===== config.mk =====
export PLATFORM = sky130hd
export DESIGN_NAME = struct_example
export DESIGN_NICKNAME = d
export VERILOG_FILES = /design/src/rtl/struct_example.sv
export SDC_FILE = /design/constraint.sdc
export NUM_CORES = 1
export LEC_CHECK = 0
export BUFFER_PORTS_ARGS = -buffer_cell sky130_fd_sc_hd__buf_2
export CAP_MARGIN = 20
export CORE_UTILIZATION = 40
export DETAILED_ROUTE_END_ITERATION = 6
export PLACE_DENSITY = 0.62
export SLEW_MARGIN = 20
export SYNTH_ARGS = -nofsm -noshare
export SYNTH_HDL_FRONTEND = slang
export SYNTH_SLANG_ARGS = --single-unit

===== constraint.sdc =====
create_clock -name clock -period 3.85 [get_ports clock]
set_input_delay 0.5775 -clock clock [delete_from_list [all_inputs] [get_ports clock]]
set_output_delay 0.5775 -clock clock [all_outputs]
set_load 0.03 [all_outputs]

===== src/rtl/struct_example.sv =====
// Packed-record smoke pipeline: a counter-driven generator feeds two register stages,
// and an independent counter model checks every output after priming.
module struct_example #(
    parameter int                DATA_W    = 8,
    parameter int                MODE_W    = 2,
    parameter logic [DATA_W-1:0] XOR_KEY   = 8'hA5,
    parameter int                INJECT_AT = 0
) (
    input  logic clock,
    input  logic clear_n,
    output logic success
);

    typedef struct packed {
        logic [MODE_W-1:0] mode;
        logic [DATA_W-1:0] data;
    } rec_t;

    localparam logic [DATA_W-1:0] INJ_VAL = DATA_W'(INJECT_AT);

    logic [DATA_W-1:0] gen_cnt;
    logic [DATA_W-1:0] ref_cnt;
    logic [1:0]        prime_cnt;
    logic              err;
    rec_t              rec_in;
    rec_t              rec_q;
    logic [DATA_W-1:0] data_out;
    logic [MODE_W-1:0] mode_out;
    logic [DATA_W-1:0] exp_data;
    logic [MODE_W-1:0] exp_mode;
    logic              primed;
    logic              inject;
    logic              mismatch_now;

    // Fault hook: flip data bit0 of one generated record to prove the checker bites.
    assign inject = (INJECT_AT != 0) && (gen_cnt == INJ_VAL);

    always_comb begin
        rec_in      = '0;
        rec_in.mode = gen_cnt[MODE_W-1:0] ^ gen_cnt[2*MODE_W-1:MODE_W];
        rec_in.data = gen_cnt ^ {{(DATA_W-1){1'b0}}, inject};
    end

    assign primed       = (prime_cnt == 2'd2);
    assign exp_data     = ref_cnt ^ XOR_KEY;
    assign exp_mode     = (ref_cnt[MODE_W-1:0] ^ ref_cnt[2*MODE_W-1:MODE_W]) + MODE_W'(1);
    assign mismatch_now = primed && ((data_out != exp_data) || (mode_out != exp_mode));

    always_ff @(posedge clock or negedge clear_n) begin
        if (!clear_n) begin
            gen_cnt  <= '0;
            rec_q    <= '0;
            data_out <= '0;
            mode_out <= '0;
        end else begin
            gen_cnt  <= gen_cnt + DATA_W'(1);
            rec_q    <= rec_in;
            data_out <= rec_q.data ^ XOR_KEY;
            mode_out <= rec_q.mode + MODE_W'(1);
        end
    end

    // Reference side: waits two edges for the pipeline to fill, then counts in lockstep.
    always_ff @(posedge clock or negedge clear_n) begin
        if (!clear_n) begin
            prime_cnt <= '0;
            ref_cnt   <= '0;
            err       <= 1'b0;
            success   <= 1'b0;
        end else begin
            if (!primed)
                prime_cnt <= prime_cnt + 2'd1;
            if (primed)
                ref_cnt <= ref_cnt + DATA_W'(1);
            err     <= err | mismatch_now;
            success <= primed && !err && !mismatch_now;
        end
    end

endmodule


# --- After elaboration in Yosys (flattened, before gate mapping) ---
# Cells that the tools add are included.
classes:
  addsub: 5
  eq_ne: 3
  bitwise_logic: 5
  n_reduce_logical: 6
ops:
  columns: ["cell", "count"]
  rows:
  - ["$add A8 B1 Y8 const B", 2]
  - ["$ne A8 B8 Y1", 1]
  - ["$not A4 Y4", 2]
  - ["$add A2 B1 Y2 const B", 3]
  - ["$xor A2 B2 Y2", 2]
  - ["$logic_and A1 B1 Y1", 3]
  - ["$eq A2 B2 Y1 const B", 1]
  - ["$logic_not A1 Y1", 2]
  - ["$ne A2 B2 Y1", 1]
  - ["$logic_or A1 B1 Y1", 1]
  - ["$or A1 B1 Y1", 1]
word_totals:
  reg_bits: 40
  output_inout_bits: 1
  wordCells: 28

# --- Depth between registers and ports, before layout ---
depth:
  word_depth: 7
  mapped_depth: 5

# --- Worst setup path before layout ---
# No wires, ideal clock.
synth_path:
  path_kind: "reg-to-reg"
  start: "register ref_cnt[3]"
  end: "register err"
  setup_ns: 0.119
  arrival_ns: 1.186
  required_ns: 3.731
  path_slack_ns: 2.546
  path_stages_with_launch: 6
  path_buffers: 1
  synth_period_minus_slack_ns: 1.304
  path_cell_list: "dfrtp_1 -> buf_4 -> xnor3_1 -> mux2i_1 -> nand4_1 -> o21a_1"
synth_via:
  elab_chain_len: 6
  elab_cells_between_ends: 7
synth_lines:
  columns: ["element", "line", "source"]
  rows:
  - ["from (decl)", "22", "logic [DATA_W-1:0] ref_cnt;"]
  - ["from (signal assigned)", "74", "ref_cnt <= ref_cnt + DATA_W'(1);"]
  - ["$xor A2 B2 Y2", "46", "assign exp_mode = (ref_cnt[MODE_W-1:0] ^ ref_cnt[2*MODE_W-1:MODE_W]) + MODE_W'(1);"]
  - ["$add A2 B1 Y2", "46", null]
  - ["$ne A2 B2 Y1", "47", "assign mismatch_now = primed && ((data_out != exp_data) || (mode_out != exp_mode));"]
  - ["$logic_or A1 B1 Y1 *", "47", null]
  - ["$logic_and A1 B1 Y1 *", "47", null]
  - ["$or A1 B1 Y1 *", "75", "err <= err | mismatch_now;"]
  - ["to (signal assigned)", "75", null]
  - ["to (decl)", "24", "logic err;"]
# Every way passes the cells marked *; elsewhere a longest branch is shown, timed or not.
# A chain may end at the register's enable or synchronous reset.

# --- Worst setup path after layout ---
layout_path:
  start: "register prime_cnt[0]"
  end: "register ref_cnt[7]"
layout_via:
  elab_chain_len: 1
layout_lines:
  columns: ["element", "line", "source"]
  rows:
  - ["from (decl)", "23", "logic [1:0] prime_cnt;"]
  - ["from (signal assigned)", "72", "prime_cnt <= prime_cnt + 2'd1;"]
  - ["$eq A2 B2 Y1", "44", "assign primed = (prime_cnt == 2'd2);"]
# No other way between the ends.

==> metrics.md <==
| Metric | Value |
|---|---|
| Mapped Cells | `110` |
| Clock-pin slew on the worst setup and hold paths | `0.08 ns` |
| Part of the power in registers | `58.9%` |
| Fillers | `342` |
| Period utilization | `39.9%` |
| Tot Pwr | `0.713 mW` |
| Chip width | `63.8 um` |
| Required time of the critical path | `4.06 ns` |
| Dpl ws | `2.33 ns` |
| Num rows | `22` |
| Core box area | `3660 um^2` |
| Worst-skew pair later-pin latency | `0.29 ns` |
| Status | `finished clean` |
| First-pass GRT wire length | `3.51 mm` |
| Logic pwr share | `1.1%` |
| Antenna viol nets, final | `0` |
| Final setup viols | `0` |
| Largest net degree at the start of global routing | `41` |
| Area of the die | `4070 um^2` |
| Nature of the critical path startpoint | `flip-flop` |
| CTS tree | `built` |
| Internal power | `0.565 mW` |
| Final hold vios | `0` |
| CP Class | `flip-flop to flip-flop` |
| Number of synthesized flops with an enable pin | `0` |
| Clock buffer depth | `2` |
| Critical path arrival | `1.74 ns` |
| DR vias | `729` |
| Peak supply drop | `210 uV` |
| Routed vias/inst | `4.45` |
| Hold Crit Class | `flip-flop to flip-flop` |
| Worst Setup SP | `prime_cnt[0]` |
| Cell area after synthesis | `1530 um^2` |
| Maximum clock frequency | `651 MHz` |
| Drt first pass iters | `4` |
| Slew Viols, Final | `0` |
| Drt drc | `0` |
| Resize count post-CTS | `0` |
| #FFs+latches synth | `40` |
| Total gr overflow | `0` |
| GP Congestion | `0.765` |
| PortBufs | `2` |
| Pwr dens | `428 nW/um^2` |
| Synthesis Warnings | `0` |
| Sequential area share after synthesis | `65.5%` |
| Clock skew | `0.00578 ns` |
| Worst setup EP type | `flip-flop` |
| Cell breakdown of the critical path | `inv_1 -> ha_1 -> nand4_1 -> nor2_1 -> xor2_1` |
| R2r setup slk | `2.31 ns` |
| Antenna violations before repair | `0` |
| Area of the multi-input gates | `465 um^2` |
| Slew at the pin closest to its max-slew limit | `0.837 ns` |
| Setup TNS | `0 ns` |
| WL final | `1.93 mm` |
| Switch Pwr | `0.148 mW` |
| Net Count, Synth | `115` |
| Total leakage power | `0.809 nW` |
| Yosys top cell by area | `dfrtp_1` |
| Initial drt markers | `43` |
| Average footprint of a synthesized cell | `13.9 um^2` |
| Initial Util | `41.7%` |
| Slowest cell on crit path | `dfrtp_1` |
| # hold bufs at CTS | `0` |
| CP max stage delay | `0.39 ns` |
| Switching share of power | `20.7%` |
| Setup repair bufs after CTS | `0` |
| Biggest fanout along the worst timing path | `11` |
| Primary FF master, synth | `dfrtp_1` |
| Min setup slack post-route | `2.31 ns` |
| Rel. slew slack | `44.2%` |
| Area contributors post-synth | `dfrtp_1 (66%), xnor2_1 (7.5%), xor2_1 (6.9%)` |
| CTS Root Cell | `clkbuf_8` |
| Reg2reg end | `ref_cnt[7]` |
| Drt wl/cell | `11.8 um` |
| CTS H-tree lvls | `2` |
| Unrepaired setup endpoints after global routing | `false` |
| Finished Core Util | `45.5%` |
| Post-detail-place hpwl | `1.29 mm` |
| Die Y | `63.8 um` |
| Max-Cap Viols | `0` |
| Num ports | `3` |
| Minimum clock period after layout | `1.54 ns` |
| Total GRT Usage | `11.9%` |
| TritonCTS Buffers | `5` |
| Reg2reg path depth | `5` |
| Distinct cells, synth | `23` |
| Crit Reg-Reg Startpoint | `prime_cnt[0]` |
| Vias in the first global route | `783` |
| Sequential cell area | `1000 um^2` |
| Clock Power Share | `40.0%` |
| Worst Setup EP | `ref_cnt[7]` |
| Ratio of cells with drive above 1 in the final layout | `11.2%` |
| Ant. Diodes | `0` |
| Async SR Flop Fraction | `100%` |
| Area share of the largest cell type after synthesis | `65.5%` |
| P&R area growth vs syn | `8.93%` |
| # nets final | `120` |
| Clk sink count | `40` |
critical path, delay by kind of cell (launching register included):
family / cells / cell delay (ns)
simple gates: 2 / 0.46
fa+ha+maj: 1 / 0.38
buf+inv: 1 / 0.06
flops: 1 / 0.39
xor+xnor: 1 / 0.17
synth_stat cells (2+ instances only):
library cell / n
xnor2_1: 13
dfrtp_1: 40
nand4_1: 4
ha_1: 3
nor2_1: 3
buf_4: 2
inv_1: 8
o21ai_0: 2
and3_1: 3
nand2_1: 4
nand3_1: 5
xor2_1: 12
metrics by stage:
stage | hold WS, ns | cells | instance area, um^2
floorplan | 0.282 | 110 | 1530
global placement | 0.335 | 156 | 1570
CTS | 0.354 | 164 | 1660
detailed placement | 0.335 | 156 | 1570
global route | 0.357 | 164 | 1660
finish | 0.349 | 164 | 1660
layout make-up:
cell class	instances	area share (%)
well taps	48	3.61
repair buffers	2	0.602
flip-flops and latches	40	60.2
multi-input cells	58	28.0
inverters	8	1.80
clock buffers	6	4.96
clock inverters	2	0.902
kinds of logic after synthesis:
| group | count (synthesis) | share of synthesized area, % |
|---|---|---|
| flops | 40 | 65.5 |
| compound gates | 4 | 1.56 |
| buf+inv | 12 | 4.01 |
| simple gates | 23 | 9.25 |
| xor+xnor | 26 | 15.8 |
| fa+ha+maj | 3 | 2.46 |
| mux | 2 | 1.39 |
layer usage:
metal	vias to the layer above	share of wire (%)	global-route usage, %
li1	364	-	-
met1	355	44	13.5
met2	8	51	18.1
met3	2	4.1	6.61
met4	0	0.83	5.97
met5	-	0	0
flip-flops by register name, summed over array words and instances (netlist names):
name / cells
err: 1
gen_cnt: 8
data_out: 8
rec_q: 10
prime_cnt: 2
success: 1
ref_cnt: 8
mode_out: 2
how the worst min path moves through the flow:
stage | from | to | slack (ns) | cells after the start
2_1_floorplan | clear_n | data_out[0] | 0.28 | 0
3_3_place_gp | rec_q[6] | data_out[6] | 0.33 | 0
3_5_place_dp | rec_q[4] | data_out[4] | 0.33 | 0
4_1_cts | rec_q[4] | data_out[4] | 0.35 | 0
5_1_grt | rec_q[1] | data_out[1] | 0.36 | 0
6_report | rec_q[1] | data_out[1] | 0.35 | 0
cells in the final DEF (no fill, tap or decap), drive strengths merged, types with 3 or more instances in the layout:
cell and instances:
xnor2 13, nor2 3, clkbuf 6, inv 8, nand2 4, nand4 4, and3 3, xor2 12
nand3 5, dfrtp 40, ha 3
power by group through the flow:
stage	clock network [mW]	registers [mW]	logic, mW
floorplan	0	0.428	0.000000292
global placement	0	0.428	0.00845
detailed placement	0	0.428	0.00867
CTS	0.298	0.420	0.00872
finish	0.285	0.420	0.00778
global route	0.314	0.420	0.00970
No activity file was read; power rests on OpenSTA's default activity.
